File: src/rtl/cpu_pkg.sv
// Definitions shared by the CPU memory-port arbiter: FSM states, requester
// port IDs and the legal range of the memory read latency.
package cpu_pkg;

  typedef enum logic [1:0] {IDLE, ISSUE, WAIT, DONE} arb_state_e;

  typedef enum logic {PORT_IF = 1'b0, PORT_D = 1'b1} port_e;

  localparam int MEM_LAT_MIN = 1;
  localparam int MEM_LAT_MAX = 15;
  localparam int LAT_CNT_W   = $clog2(MEM_LAT_MAX + 1);

endpackage

File: src/rtl/rr_arbiter2.sv
// Two-requester round-robin arbiter: on a tie the port not most recently
// granted wins; the last-grant pointer resets so that the data port wins first.
module rr_arbiter2
  import cpu_pkg::*;
(
  input  logic  clk,
  input  logic  reset_n,
  input  logic  req_if,
  input  logic  req_d,
  input  logic  take,
  output logic  valid,
  output port_e winner
);

  port_e last;

  always_comb begin
    valid  = req_if | req_d;
    winner = PORT_D;
    if (req_if && req_d) begin
      winner = (last == PORT_D) ? PORT_IF : PORT_D;
    end else if (req_if) begin
      winner = PORT_IF;
    end
  end

  // Pointer moves only when the owner of the arbiter actually accepts the winner.
  always_ff @(posedge clk or negedge reset_n) begin
    if (!reset_n) begin
      last <= PORT_IF;
    end else if (take && valid) begin
      last <= winner;
    end
  end

endmodule

File: src/rtl/mem_port_arbiter.sv
// Shares one word-addressed memory between the fetch and data ports of the CPU,
// one transaction at a time, sequencing the fixed memory read latency.
module mem_port_arbiter
  import cpu_pkg::*;
#(
  parameter int ADDR_W  = 10,
  parameter int DATA_W  = 32,
  parameter int MEM_LAT = 1
) (
  input  logic              clk,
  input  logic              reset_n,
  input  logic              if_req,
  input  logic [ADDR_W-1:0] if_addr,
  output logic              if_gnt,
  output logic              if_done,
  output logic [DATA_W-1:0] if_rdata,
  input  logic              d_req,
  input  logic              d_we,
  input  logic [ADDR_W-1:0] d_addr,
  input  logic [DATA_W-1:0] d_wdata,
  output logic              d_gnt,
  output logic              d_done,
  output logic [DATA_W-1:0] d_rdata,
  output logic              mem_en,
  output logic              mem_we,
  output logic [ADDR_W-1:0] mem_addr,
  output logic [DATA_W-1:0] mem_wdata,
  input  logic [DATA_W-1:0] mem_rdata
);

  localparam int LAT = (MEM_LAT < MEM_LAT_MIN) ? MEM_LAT_MIN :
                       (MEM_LAT > MEM_LAT_MAX) ? MEM_LAT_MAX : MEM_LAT;
  localparam logic [LAT_CNT_W-1:0] LAT_LAST = LAT_CNT_W'(LAT);

  arb_state_e           state, state_nx;
  port_e                owner;
  logic [LAT_CNT_W-1:0] cnt;
  logic                 arb_valid, arb_take;
  port_e                arb_winner;

  rr_arbiter2 u_rr (
    .clk    (clk),
    .reset_n(reset_n),
    .req_if (if_req),
    .req_d  (d_req),
    .take   (arb_take),
    .valid  (arb_valid),
    .winner (arb_winner)
  );

  // DONE arbitrates exactly like IDLE so back-to-back transactions leave no gap.
  always_comb begin
    state_nx = state;
    arb_take = 1'b0;
    case (state)
      IDLE, DONE: begin
        if (arb_valid) begin
          arb_take = 1'b1;
          state_nx = ISSUE;
        end else begin
          state_nx = IDLE;
        end
      end
      ISSUE:   state_nx = mem_we ? DONE : WAIT;
      WAIT:    if (cnt == LAT_LAST) state_nx = DONE;
      default: state_nx = IDLE;
    endcase
  end

  assign mem_en  = (state == ISSUE);
  assign if_gnt  = mem_en && (owner == PORT_IF);
  assign d_gnt   = mem_en && (owner == PORT_D);
  assign if_done = (state == DONE) && (owner == PORT_IF);
  assign d_done  = (state == DONE) && (owner == PORT_D);

  // Request fields are latched at arbitration and then held until the next win.
  always_ff @(posedge clk or negedge reset_n) begin
    if (!reset_n) begin
      state     <= IDLE;
      owner     <= PORT_IF;
      cnt       <= '0;
      mem_we    <= 1'b0;
      mem_addr  <= '0;
      mem_wdata <= '0;
      if_rdata  <= '0;
      d_rdata   <= '0;
    end else begin
      state <= state_nx;
      if (arb_take) begin
        owner <= arb_winner;
        if (arb_winner == PORT_D) begin
          mem_we    <= d_we;
          mem_addr  <= d_addr;
          mem_wdata <= d_wdata;
        end else begin
          mem_we   <= 1'b0;
          mem_addr <= if_addr;
        end
      end
      if (state == ISSUE) begin
        cnt <= LAT_CNT_W'(1);
      end else if (state == WAIT && cnt != LAT_LAST) begin
        cnt <= cnt + LAT_CNT_W'(1);
      end
      if (state == WAIT && cnt == LAT_LAST) begin
        if (owner == PORT_IF) begin
          if_rdata <= mem_rdata;
        end else begin
          d_rdata <= mem_rdata;
        end
      end
    end
  end

endmodule

File: config.mk
export PLATFORM = sky130hd
export DESIGN_NAME = mem_port_arbiter
export DESIGN_NICKNAME = d
export VERILOG_FILES = /design/src/rtl/cpu_pkg.sv /design/src/rtl/rr_arbiter2.sv /design/src/rtl/mem_port_arbiter.sv
export SDC_FILE = /design/constraint.sdc
export NUM_CORES = 1
export LEC_CHECK = 0
export ABC_CLOCK_PERIOD_IN_PS = 2250
export CORE_MARGIN = 3
export CORE_UTILIZATION = 30
export CTS_CLUSTER_DIAMETER = 30
export CTS_CLUSTER_SIZE = 14
export DETAILED_ROUTE_END_ITERATION = 8
export PLACE_DENSITY = 0.6
export SYNTH_ARGS = -nofsm -noshare
export SYNTH_HDL_FRONTEND = slang
export SYNTH_SLANG_ARGS = --single-unit
File: constraint.sdc
create_clock -name clk -period 2.25 [get_ports clk]
set_clock_uncertainty 0.05 [all_clocks]
set_input_delay 0.45 -clock clk [delete_from_list [all_inputs] [get_ports clk]]
set_output_delay 0.45 -clock clk [all_outputs]
set_load 0.05 [all_outputs]
==> results.cfg <==
[setup_path]
critPathBufInv = 1
start_kind = flop
path_max_fanout = 3
slowest_delay_ns = 0.84
crit_path_end_kind = primary output
r2r_end = if_rdata[22]
path_class = flop to primary output
r2r_cells = 6
ff2ff_setup_slack_ns = 0.19
crit_family = buffers and inverters
worst_ep_required_time_ns = 1.75
path_cells = clkdlybuf4s50_1
slowest_stage = clkdlybuf4s50_1
rr_startpoint = cnt[1]
cp_data_arrival_time_ns = 1.61

[yosys]
ys.flop_type = dfrtp_1
synth_area_leader_cell = dfrtp_1
synth.cell_area_mm2 = 0.00456
yosysUniqueCellTypes = 32
synth_edf_count = 0
ys_ff_latch = 114
ys_warn_count = 0
synth_top_area_share_pct = 62.5
synthCells = 314
syn_nets = 409
synth_seq_area_share_pct = 62.5
synth.most_common_cell = dfrtp_1
synthTopCellsByCount = 114 x dfrtp_1, 96 x mux2_2, 15 x nor2_1
synthArstFlopShare_pct = 100
syn_area_per_cell_um2 = 14.5
yosys-top-cells-area = dfrtp_1 63%, mux2_2 24%, ha_1 1.6%

[sta]
final_max_slew_viol_count = 0
rsz0062_at_grt = false
worstMarginPinSlew_ns = 0.579
relSlewSlack_pct = 61.3
final.min_clock_period_ns = 2.11
finalCritPeriodShare_pct = 93.7
setup_viol = 0
fin_tns_setup_ns = 0
hold_viol = 0
max_freq_mhz = 474

[die]
die_w_um = 129
core_mm2 = 0.0147
ios = 201
die-area_mm2 = 0.0167
rows = 44
die_y_um = 129
start_util_pct = 31.0

[cts]
cts_setup_buffers = 0
cts_buffers = 17
htreeDepth = 4
cts_tree = built
clk_latency_ns = 0.40
clk_transition_reported_paths_ns = 0.05
cts_max_path_buffers = 2
cts_root_buffer = clkbuf_16
clock_sinks = 114

[finish]
final_nets = 624
area_growth_pct = 64.0
diodes = 0
drive_gt1_share_pct = 27.7

[drt]
drt_iter0_markers = 123
routed_wl_mm = 11.5
vias = 3345
wl_per_cell_um = 15.8
drc = 0
avgViaCountPerCell = 4.61
first_pass_iters = 6
ant_nets = 0

[global_route]
grt_overflow = 0
grt_max_degree = 68
grt_pass1_vias = 3676
antenna_found_initial = 0
grt_util_all_layers_pct = 14.3
grt_pass1_wl_mm = 18.5

[hold_path]
hp-class = primary input to async pin

[placement]
io_buffers = 200
post-dp-hpwl_mm = 8.45
gp_congestion = 0.770

[job]
max_cap_violations = 0

[run_status]
status = complete, no violations
## worst max path at each step
stage,end,cells after the start,start,slack (ns)
after floorplan,if_gnt,4,state[1],0.18
after global placement,mem_wdata[11],5,if_req,0.17
after detailed placement,mem_wdata[15],5,if_req,0.13
after CTS,if_gnt,4,state[1],0.03
after global routing,if_gnt,4,state[1],0.02
final,mem_we,1,mem_we,0.14
## flip-flops by register name, indices dropped and copies added, names as in the netlist
| signal | cells |
|---|---|
| state | 2 |
| if_rdata | 32 |
| u_rr.last | 1 |
| mem_addr | 10 |
| mem_we | 1 |
| cnt | 4 |
| d_rdata | 32 |
| mem_wdata | 32 |
## through the flow
| step | instance area, µm² | hold slack (ns) | util [%] | setup WS (ns) | cells |
|---|---|---|---|---|---|
| final | 7480 | 0.422 | 50.9 | 0.141 | 725 |
| after detailed placement | 6870 | 0.312 | 46.7 | 0.130 | 693 |
| after global placement | 6870 | 0.308 | 46.7 | 0.166 | 693 |
| after CTS | 7480 | 0.409 | 50.9 | 0.0262 | 725 |
| after floorplan | 4560 | 0.104 | - | 0.182 | 314 |
| after global routing | 7480 | 0.420 | 50.9 | 0.0174 | 725 |
## cell usage in the layout, fill, tap and decap left out, types with 2 or more instances in the layout
master / n
buf_4: 13
mux2_2: 96
inv_1: 5
clkbuf_8: 5
nor2_1: 15
nor2b_1: 3
clkinvlp_4: 3
and2_1: 2
ha_1: 5
a21oi_1: 13
dfrtp_1: 114
a31oi_1: 10
buf_12: 6
clkbuf_16: 17
bufinv_16: 2
o21ai_0: 12
clkdlybuf4s50_1: 194
nand2b_1: 2
clkinv_2: 2
## what timing repair did
item | in CTS | in global routing
hold buffers | 1 | 0
endpoints found under the hold margin | 19 | 0
resized for setup | 0 | 1
setup endpoints to repair | 0 | 1
## cells by family (layout without fill, tap and decap cells)
group	Yosys count	in the layout	share of synthesized area, %
flops	114	114	62.5
mux	97	97	23.9
compound gates	44	44	5.71
simple gates	29	29	3.51
buf+inv	23	250	2.50
fa+ha+maj	6	6	1.65
xor+xnor	1	1	0.192
## layer usage
layer | wire length (µm) | GRT usage [%]
met1 | 4680 | 17.3
met2 | 5410 | 21.9
met3 | 1220 | 6.60
met4 | 172 | 6.30
met5 | 0 | 0
## final cells by class
class	instances	area [µm²]
clock buffer	23	498
clock inverter	8	101
fill	1269	7220
inverter	5	18.8
multi-input combinational	177	1610
sequential	114	2850
tap	184	230
timing repair buffer	214	2170
Power is not shown: default switching activity piles up to over one toggle a cycle in this logic, so the estimate is an artifact.
